`src/rtl/icache_pkg.sv`:
```
// Shared types and address-split helpers for the instruction-cache refill controller.
package icache_pkg;

   typedef enum logic [1:0] {
      IDLE  = 2'd0,
      REQ   = 2'd1,
      FILL  = 2'd2,
      WRITE = 2'd3
   } icache_state_t;

   localparam int WORD_W = 32;

   // One line is a packed array of these; word k sits at bits [32k+31:32k].
   typedef logic [WORD_W-1:0] word_t;

   function automatic int off_w(input int block_words);
      return $clog2(block_words) + 2;
   endfunction

   function automatic int idx_w(input int sets);
      return $clog2(sets);
   endfunction

   function automatic int tag_w(input int addr_w, input int block_words, input int sets);
      return addr_w - off_w(block_words) - idx_w(sets);
   endfunction

endpackage

```
`src/rtl/icache_tag_array.sv`:
```
// Direct-mapped valid/tag store: combinational lookup, single write port, invalidate-all.
module icache_tag_array
   import icache_pkg::*;
#(
   parameter  int SETS  = 32,
   parameter  int TAG_W = 23,
   localparam int IDX_W = idx_w(SETS)
) (
   input  logic             clk_i,
   input  logic             reset_i,
   input  logic [IDX_W-1:0] rd_idx_i,
   input  logic [TAG_W-1:0] rd_tag_i,
   output logic             hit_o,
   input  logic             we_i,
   input  logic [IDX_W-1:0] wr_idx_i,
   input  logic [TAG_W-1:0] wr_tag_i,
   input  logic             inv_all_i
);

   logic [SETS-1:0]  valid_q;
   logic [TAG_W-1:0] tag_q [SETS];

   // Invalidate wins over a same-edge line write, so a line refilled while a
   // flush was pending ends up invalid.
   always_ff @(posedge clk_i or posedge reset_i) begin
      if (reset_i) begin
         valid_q <= '0;
      end else if (inv_all_i) begin
         valid_q <= '0;
      end else if (we_i) begin
         valid_q[wr_idx_i] <= 1'b1;
      end
   end

   // NOTE: the tag storage has no reset; valid_q gates every use, so clearing
   // it would only add reset fan-out to a RAM-like structure.
   always_ff @(posedge clk_i) begin
      if (we_i) begin
         tag_q[wr_idx_i] <= wr_tag_i;
      end
   end

   assign hit_o = valid_q[rd_idx_i] && (tag_q[rd_idx_i] == rd_tag_i);

endmodule

```
`src/rtl/icache_refill_ctrl.sv`:
```
// Fetch-stage I-cache controller: lookup, miss detection and line refill over a request/beat bus.
module icache_refill_ctrl
   import icache_pkg::*;
#(
   parameter  int ADDR_W      = 32,
   parameter  int BLOCK_WORDS = 4,
   parameter  int SETS        = 32,
   localparam int OFF_W       = off_w(BLOCK_WORDS),
   localparam int IDX_W       = idx_w(SETS),
   localparam int TAG_W       = tag_w(ADDR_W, BLOCK_WORDS, SETS)
) (
   input  logic                        clk_i,
   input  logic                        reset_i,
   input  logic [ADDR_W-1:0]           pc_f_i,
   input  logic                        branch_pending_i,
   input  logic                        inv_i,
   output logic                        mem_req_o,
   output logic [ADDR_W-1:0]           mem_addr_o,
   input  logic                        mem_ready_i,
   input  logic                        mem_rvalid_i,
   input  logic [31:0]                 mem_rdata_i,
   output logic                        fill_we_o,
   output logic [IDX_W-1:0]            fill_set_o,
   output logic [32*BLOCK_WORDS-1:0]   fill_data_o,
   output logic                        instr_hit_f_o,
   output logic                        ic_repl_permit_o,
   output logic                        busy_o
);

   localparam int CNT_W = $clog2(BLOCK_WORDS);

   typedef word_t [BLOCK_WORDS-1:0] line_t;

   icache_state_t     state_q, state_d;
   logic [ADDR_W-1:0] miss_addr_q;
   logic [CNT_W-1:0]  cnt_q;
   line_t             line_q;
   logic              inv_pending_q;
   logic              hit;
   logic              inv_all;
   logic              start;
   logic              last_beat;

   // Byte-offset bits of the PC never take part in lookup or request.
   logic unused_pc_off;
   assign unused_pc_off = ^pc_f_i[OFF_W-1:0];

   icache_tag_array #(
      .SETS  (SETS),
      .TAG_W (TAG_W)
   ) u_tags (
      .clk_i     (clk_i),
      .reset_i   (reset_i),
      .rd_idx_i  (pc_f_i[OFF_W+IDX_W-1:OFF_W]),
      .rd_tag_i  (pc_f_i[ADDR_W-1:OFF_W+IDX_W]),
      .hit_o     (hit),
      .we_i      (fill_we_o),
      .wr_idx_i  (miss_addr_q[OFF_W+IDX_W-1:OFF_W]),
      .wr_tag_i  (miss_addr_q[ADDR_W-1:OFF_W+IDX_W]),
      .inv_all_i (inv_all)
   );

   assign start     = (state_q == IDLE) && !hit && !branch_pending_i && !inv_pending_q && !inv_i;
   assign last_beat = mem_rvalid_i && (cnt_q == CNT_W'(BLOCK_WORDS - 1));
   assign inv_all   = ((state_q == IDLE) && inv_i) ||
                      ((state_q == WRITE) && (inv_pending_q || inv_i));

   // NOTE: every variable gets a default before the case so no path leaves it
   // unassigned, which would otherwise infer a latch.
   always_comb begin
      state_d = state_q;
      unique case (state_q)
         IDLE:    if (start)       state_d = REQ;
         REQ:     if (mem_ready_i) state_d = FILL;
         FILL:    if (last_beat)   state_d = WRITE;
         WRITE:                    state_d = IDLE;
         default:                  state_d = IDLE;
      endcase
   end

   // NOTE: non-blocking assignments here so every flop samples pre-edge values
   // regardless of statement order.
   always_ff @(posedge clk_i or posedge reset_i) begin
      if (reset_i) begin
         state_q       <= IDLE;
         miss_addr_q   <= '0;
         cnt_q         <= '0;
         line_q        <= '0;
         inv_pending_q <= 1'b0;
      end else begin
         state_q <= state_d;
         if (start) begin
            miss_addr_q <= {pc_f_i[ADDR_W-1:OFF_W], {OFF_W{1'b0}}};
         end
         if ((state_q == REQ) && mem_ready_i) begin
            cnt_q <= '0;
         end else if ((state_q == FILL) && mem_rvalid_i) begin
            line_q[cnt_q] <= mem_rdata_i;
            cnt_q         <= cnt_q + 1'b1;
         end
         if (state_q == WRITE) begin
            inv_pending_q <= 1'b0;
         end else if ((state_q != IDLE) && inv_i) begin
            inv_pending_q <= 1'b1;
         end
      end
   end

   // Fill outputs come straight from registers, so they hold until the next miss capture.
   assign mem_req_o        = (state_q == REQ);
   assign mem_addr_o       = miss_addr_q;
   assign fill_we_o        = (state_q == WRITE);
   assign fill_set_o       = miss_addr_q[OFF_W+IDX_W-1:OFF_W];
   assign fill_data_o      = line_q;
   assign instr_hit_f_o    = hit;
   assign ic_repl_permit_o = !((state_q == IDLE) && branch_pending_i);
   assign busy_o           = (state_q != IDLE);

endmodule

```
`config.mk`:
```
export PLATFORM = sky130hd
export DESIGN_NAME = icache_refill_ctrl
export DESIGN_NICKNAME = d
export VERILOG_FILES = /design/src/rtl/icache_pkg.sv /design/src/rtl/icache_tag_array.sv /design/src/rtl/icache_refill_ctrl.sv
export SDC_FILE = /design/constraint.sdc
export NUM_CORES = 1
export LEC_CHECK = 0
export ABC_CLOCK_PERIOD_IN_PS = 9100
export CAP_MARGIN = 20
export CORE_ASPECT_RATIO = 1.75
export CORE_UTILIZATION = 36
export DETAILED_ROUTE_END_ITERATION = 7
export PLACE_DENSITY = 0.53
export SKIP_LAST_GASP = 1
export SLEW_MARGIN = 5
export SYNTH_ARGS = -nofsm -noshare
export SYNTH_HDL_FRONTEND = slang
export SYNTH_HIERARCHICAL = 1
export SYNTH_SLANG_ARGS = --single-unit
```
`constraint.sdc`:
```
create_clock -name clk_i -period 9.1 [get_ports clk_i]
set_clock_uncertainty 0.15 [all_clocks]
set_input_delay 2.275 -clock clk_i [delete_from_list [all_inputs] [get_ports clk_i]]
set_output_delay 2.275 -clock clk_i [all_outputs]
set_load 0.005 [all_outputs]
```
==> metrics, run 1 <==
initial drt markers 1414; Die ar. 102000 um2; Critical Path Most Common Cell buf_4; Final TNS setup 0 ns; Max Cap Viol 0; CP max-delay cell xor2_1; number of hold buffers added after CTS 0; outcome complete, no violations; Crit path buffers/inverters 4; hold path start u_tags/valid_q[25]$_DFFE_PP0P_; remaining global-route overflow 0; average wire per standard cell about 30 um; clock net sink count just over 900; first-pass GRT wire length about 150000 um; Reg-to-Reg Start u_tags/tag_q[31][15]$_DFFE_PP_; clk slew on worst S/H paths around 0.06 ns; clock insertion delay at the later pin of the skew report 0.69 ns; worst-case reg-to-reg path depth 14; DR DRC count 0; Largest delay share family, worst path buffers and inverters; Rel. slew slack 29.5%; via count between 15000 and 20000; fin util 43.7%; Post-synth EDFFs 736; Num CTS Buffers 83; Worst-Margin Slew 1.06 ns; Power, Total between 0.01 and 0.015 W; share of cells above drive strength 1 between 20% and 30%; vias in the first global route 20000; RSZ-0062 raised after global routing no; Setup crit end kind output pin; Die Y-Extent about 420 um; total I/O pin count between 200 and 250; Cell Chain, Critical Path buf_8 -> buf_4 -> mux4_2 -> a22o_1 -> a221oi_1 -> xor2_1 -> a31oi_1 -> nor4_2 -> buf_4 -> clkdlybuf4s50_1; crit path kind primary input to output pin; VDD IR-drop max approximately 150 uV; Final period util between 90 and 100%; Yosys reg bits roughly 930; P_leak ~15 nW; Synth Instances around 1800; number of setup violations in the final report 0; Bufs on Longest Clock Path 3; PortBufs about 230; largest net degree at the start of global routing 81; GRT Resource Usage Total 20.6%; Startpoint Class primary input; Avg Inst Size Synth around 20 um2; final-report hold violation count 0; site row count 153; H-tree levels 3; Hold Crit Depth 2; sequential share of the synthesized area 74.4%; final-report max-slew violation count 0; Initial Util 36.4%; YS warnings 6; Antenna Nets Post-Route 0; # diodes 0; root buf cell clkbuf_16; final net count between 2000 and 2500; largest stage delay on the critical path ~0.53 ns; Via density roughly 5.3; DIE WIDTH ~240 um; setup bufs post-CTS 0; min cycle time layout around 8.4 ns; worst reg2reg path endpoint mem_addr_o[15]$_DFFE_PP0P_; Max Clk Rate 118 MHz; Syn-to-layout area delta 20.2%; Power Dens Cells approximately 270 nW/um2; Synth Cell Area 36200 um2; Req. time, crit path approximately 6.7 ns; r2r setup slk around 4.3 ns; asr flop ratio synth 20.8%; initial antenna violation count 1; WHS Endpoint u_tags/valid_q[25]$_DFFE_PP0P_; gpl congestion 0.770; CTS tree built; Pre-antenna DRT Iters 5; Synth Flop Type edfxtp_1; Distinct cells, synth 59; Hold Crit Class register to register; HPWL after DPL about 63000 um; final WL around 100000 um; crit path max fanout 58; core footprint between 90000 and 100000 um2; CP arrival about 6 ns; cts repair resizes 0
-- metal layers --
| metal | wire length (um) | up-vias | GRT usage (%) | part of all wire [%] |
|---|---|---|---|---|
| met5 | 13 | - | 0 | 0.012 |
| met4 | 3400 | 2 | 7.66 | 3.3 |
| met3 | 4340 | 142 | 2.86 | 4.2 |
| met2 | 57200 | 590 | 38.4 | 55 |
| met1 | 39500 | 10200 | 23.7 | 38 |
| li1 | - | 7916 | - | - |
-- cells in the final DEF (no fill, tap or decap), drive strengths merged, types with 11 or more instances in the layout --
cell type and instances:
clkbuf 122, mux2i 76, xor2 12, a22oi 25, inv 14, nand3 18, clkinv 18, nand2 25
xnor2 11, a21oi 19, o22ai 24, edfxtp 736, mux2 159, nor2b 15, dfrtp 193, buf 98
mux4 165, nor2 119, clkdlybuf4s50 226, nor3 14, a221oi 12
-- through the flow --
stage,hold WS (ns),area (um2),worst slack (ns),instances
2_1_floorplan,0.311,36200,2.20,1820
3_3_place_gp,0.315,40600,0.551,3364
3_5_place_dp,0.332,40700,0.611,3367
4_1_cts,0.347,43500,0.611,3522
5_1_grt,0.362,43500,0.484,3522
6_report,0.342,43500,0.660,3522
-- cell type report --
class	count	area [um2]
Clock buffer	122	2390
Clock inverter	33	460
Fill cell	8653	56000
Inverter	9	38.8
Multi-Input combinational cell	788	8900
Sequential cell	929	26900
Tap cell	1317	1650
Timing Repair Buffer	324	3140
-- how the worst max path moves through the flow --
stage,start,to,slack (ns),cells past startpoint
6_report,pc_f_i[4],instr_hit_f_o,0.66,10
5_1_grt,pc_f_i[4],instr_hit_f_o,0.48,12
4_1_cts,pc_f_i[4],instr_hit_f_o,0.61,12
3_5_place_dp,pc_f_i[4],instr_hit_f_o,0.61,12
3_3_place_gp,pc_f_i[8],instr_hit_f_o,0.55,11
2_1_floorplan,pc_f_i[4],instr_hit_f_o,2.20,9
-- worst min-delay path, stage by stage, from the launching register on --
cell	delay (ns)
dfrtp_1	0.34
nor2_1	0.05
nor2_1	0.07
-- report_power, final --
part           internal, W  switching, W  total, W
Combinational      0.00112      0.000988   0.00211
Clock              0.00207       0.00160   0.00367
Sequential         0.00554      0.000486   0.00602
-- flip-flops by register name (all words and copies together), names as in the netlist --
name and flops:
u_tags/valid_q 32, mem_addr_o 28, cnt_q 2, inv_pending_q 1, fill_data_o 128, u_tags/tag_q 736, state_q 2
-- logic make-up (layout without fill, tap and decap cells) --
kind of cell               Yosys count  count (layout)  synth area share [%]
DFF                                929             929                  74.4
muxes                              400             400                  17.6
other                                1               4                0.0104
buffers and inverters              103             488                  1.72
xor gates and xnor gates            23              23                 0.557
AOI/OAI and AO/OA                  123             123                  2.49
adders and majority gates            8               8                 0.277
and+or+nand+nor                    230             230                  2.97
-- synth_stat cells, types with 7 or more instances --
cell      number  area share (%)
a21oi_1       19            0.26
a221oi_1       9            0.22
a22oi_1       25            0.52
and2_1         7            0.12
buf_2         39            0.54
buf_4         22            0.46
buf_6          8            0.25
clkbuf_1      19            0.20
dfrtp_1      193              13
edfxtp_1     736              61
ha_1           8            0.28
inv_1          8           0.083
mux2_2       139             4.3
mux2_4        20            0.83
mux2i_1       76             2.1
mux4_2       160              10
nand2_1       25            0.26
nand3_1       18            0.25
nor2_1       119             1.2
nor2b_1       15            0.26
nor3_1        14            0.19
o221ai_1       8            0.19
o22ai_1       24            0.41
xnor2_1       11            0.27
xor2_1        12            0.29
No activity file was read; power rests on OpenSTA's default activity.
==> run 2: changes to the inputs <==
--- a/config.mk
+++ b/config.mk
@@ -5,6 +5,7 @@
 export SDC_FILE = /design/constraint.sdc
 export NUM_CORES = 1
 export LEC_CHECK = 0
+export ABC_AREA = 1
 export ABC_CLOCK_PERIOD_IN_PS = 9100
 export CAP_MARGIN = 20
 export CORE_ASPECT_RATIO = 1.75
==> run 2 against run 1 <==
  * Count of clock-buffer cells in the layout fell by 6
  * Power decreased by 1.5%
  * Routed wire length is 8.2% higher
  * Global-route usage increased by 0.40 points
  * Worst hold slack got worse by 0.011 ns
  * Critical endpoint unchanged
  * Critical path depth is 6 higher
  * Die area is 5.5% higher
  * Cell count rose by 42%
==> metrics, run 2 <==
outcome complete, no violations; crit path max fanout 76 (+31%); average wire per standard cell 22.6 um (-24%); Yosys top cell area share 57.8% (-3.2 points); H-tree levels 3 (unchanged); sequential share of the synthesized area 70.5% (-3.9 points); max reg flops 736 (unchanged); setup bufs post-CTS 0 (unchanged); Hold Crit Depth 2 (unchanged); HPWL after DPL 63600 um (+0.37%); share of cells above drive strength 1 8.13% (-19 points); count leader, synth nand2_1; Largest Register u_tags/tag_q; final-report hold violation count 0 (unchanged); Hold Crit Class register to register; Avg Inst Size Synth 11.3 um2 (-43%); initial antenna violation count 3 (+2); final WL 113000 um (+8.2%); site row count 157 (+2.6%); Power Dens Cells 260 nW/um2 (-4.2%); Req. time, crit path 6.68 ns (about the same); PortBufs 231 (unchanged); Pre-antenna DRT Iters 7 (+2); Worst-Margin Slew 1.06 ns (+0.00576 ns); most frequent cells in the layout nand2_1 (1169), edfxtp_1 (736), nand3_1 (605); Via density 5.08 (-5.0%); Syn-to-layout area delta 17.0%; clk slew on worst S/H paths 0.06 ns (about the same); clock net sink count 929 (unchanged); crit path kind primary input to output pin; worst-case reg-to-reg path depth 20 (+6); DR DRC count 0 (unchanged); Synth Instances 3379 (+86%); final net count 3660 (+65%); Post-synth EDFFs 736 (unchanged); Startpoint Class primary input; Synth area leader edfxtp_1; Final TNS setup 0 ns (unchanged); Initial Util 36.4% (+0.072 points); Setup crit end kind output pin; Synth Cell Area 38200 um2 (+5.6%); number of hold buffers added after CTS 0 (unchanged); vias in the first global route 24300 (+21%); Max Clk Rate 122 MHz (+3.3%); Reg-to-Reg Start u_tags/tag_q[9][11]$_DFFE_PP_; asr flop ratio synth 20.8% (unchanged); Bufs on Longest Clock Path 3 (unchanged); # diodes 0 (unchanged); hold slack final 0.331 ns (-0.0111 ns); cts repair resizes 0 (unchanged); commonest non-fill, non-tap cell in the layout nand2_1; P_leak 17.2 nW (+14%); Synth Flop Type edfxtp_1; Final period util 89.8% (-2.9 points); via count 25400 (+35%); remaining global-route overflow 0 (unchanged); Distinct cells, synth 29 (-51%); clock insertion delay at the later pin of the skew report 0.69 ns (about the same); gpl congestion 0.783 (+1.8%); core footprint 105000 um2 (+5.4%); top cells by count, synth nand2_1 (1169), edfxtp_1 (736), nand3_1 (606); CTS tree built; top cells by area, synth edfxtp_1 (58%), dfrtp_1 (13%), nand2_1 (11%); final-report max-slew violation count 0 (unchanged); Worst Setup SP pc_f_i[5]; number of setup violations in the final report 0 (unchanged); DIE WIDTH 248 um (+2.7%); Rel. slew slack 29.1% (-0.38 points); min cycle time layout 8.17 ns (-0.267 ns); Die ar. 108000 um2 (+5.5%); hold path start fill_data_o[109]$_DFFE_PP0P_; CP arrival 5.75 ns (-0.27 ns); Power, Total 0.0116 W (-1.5%); RSZ-0062 raised after global routing no; total I/O pin count 240 (unchanged); root buf cell clkbuf_16; first-pass GRT wire length 163000 um (+9.7%); Num CTS Buffers 86 (+3.6%); YS warnings 6 (unchanged); Max Cap Viol 0 (unchanged); GRT Resource Usage Total 21.0% (+0.40 points); Antenna Nets Post-Route 0 (unchanged); Yosys reg bits 929 (unchanged); VDD IR-drop max 134 uV (-11%); Die Y-Extent 433 um (+2.7%); largest net degree at the start of global routing 111 (+37%); initial drt markers 2076 (+47%)
[run 2: cell count changes in the layout (fill, tap and decap cells not counted), sizes merged, moves of 76 or more]
cell,change
mux2,-159
mux2i,-76
o21ai,+175
nand2,+1149
nand3,+588
inv,+91
mux4,-165
[run 2: metrics by stage]
| stage | utilization, % | setup WS [ns] | cell area [um2] | instances |
|---|---|---|---|---|
| floorplan | - | 2.33 | 38200 | 3382 |
| global placement | 39.8 | 0.801 | 41800 | 4844 |
| detailed placement | 39.8 | 0.867 | 41800 | 4844 |
| CTS | 42.6 | 0.852 | 44700 | 5005 |
| global route | 42.6 | 0.748 | 44700 | 5006 |
| finish | 42.6 | 0.927 | 44700 | 5006 |
[run 2: final timing paths]
path | endpoint | slack, ns
max in group asynchronous | fill_data_o[6]$_DFFE_PP0P_ | 5.53
min reg2reg | fill_data_o[109]$_DFFE_PP0P_ | 0.33
min in group asynchronous | mem_addr_o[29]$_DFFE_PP0P_ | 1.91
min | fill_data_o[109]$_DFFE_PP0P_ | 0.33
max | instr_hit_f_o | 0.93
max reg2reg | state_q[1]$_DFFE_PP0P_ | 5.54
[run 2: logic make-up after synthesis]
group	share of synthesized area [%]
and+or+nand+nor	21.4
DFF	70.5
buffers and inverters	5.02
AOI/OAI and AO/OA	2.85
adders and majority gates	0.262
xor gates and xnor gates	0.0229
other	0.00981
[run 2: where the power goes]
part           internal (W)  switching [W]
Sequential          0.00543       0.000323
Combinational      0.000860        0.00125
Clock               0.00213        0.00164
[run 2: final cells by class]
class                   instances  area, um2
clock inverters                45        579
repair buffers                318       3150
multi-input cells            2148       9630
clock buffers                 116       2320
flip-flops and latches        929      26900
inverters                      99        399
well taps                    1351       1690
fillers                      9865      60200
[run 2: critical path: stages]
cell and delay [ns]:
buf_6 0.18, inv_6 0.59, buf_4 0.37, nand3_1 0.10
nand3_1 0.09, nand2_1 0.06, nand2_1 0.05, nand3_1 0.20
nand3b_1 0.25, o21ai_0 0.18, inv_1 0.09, nand2_1 0.05
nor2_1 0.09, nand2_1 0.06, nor2_1 0.42, clkdlybuf4s50_1 0.61
[run 2: metal layers]
metal	GRT usage [%]	routed length, um	vias to the layer above
li1	-	-	12000
met1	24.9	44500	12500
met2	37.0	57600	803
met3	3.61	6600	191
met4	8.49	4280	2
met5	0	13	-
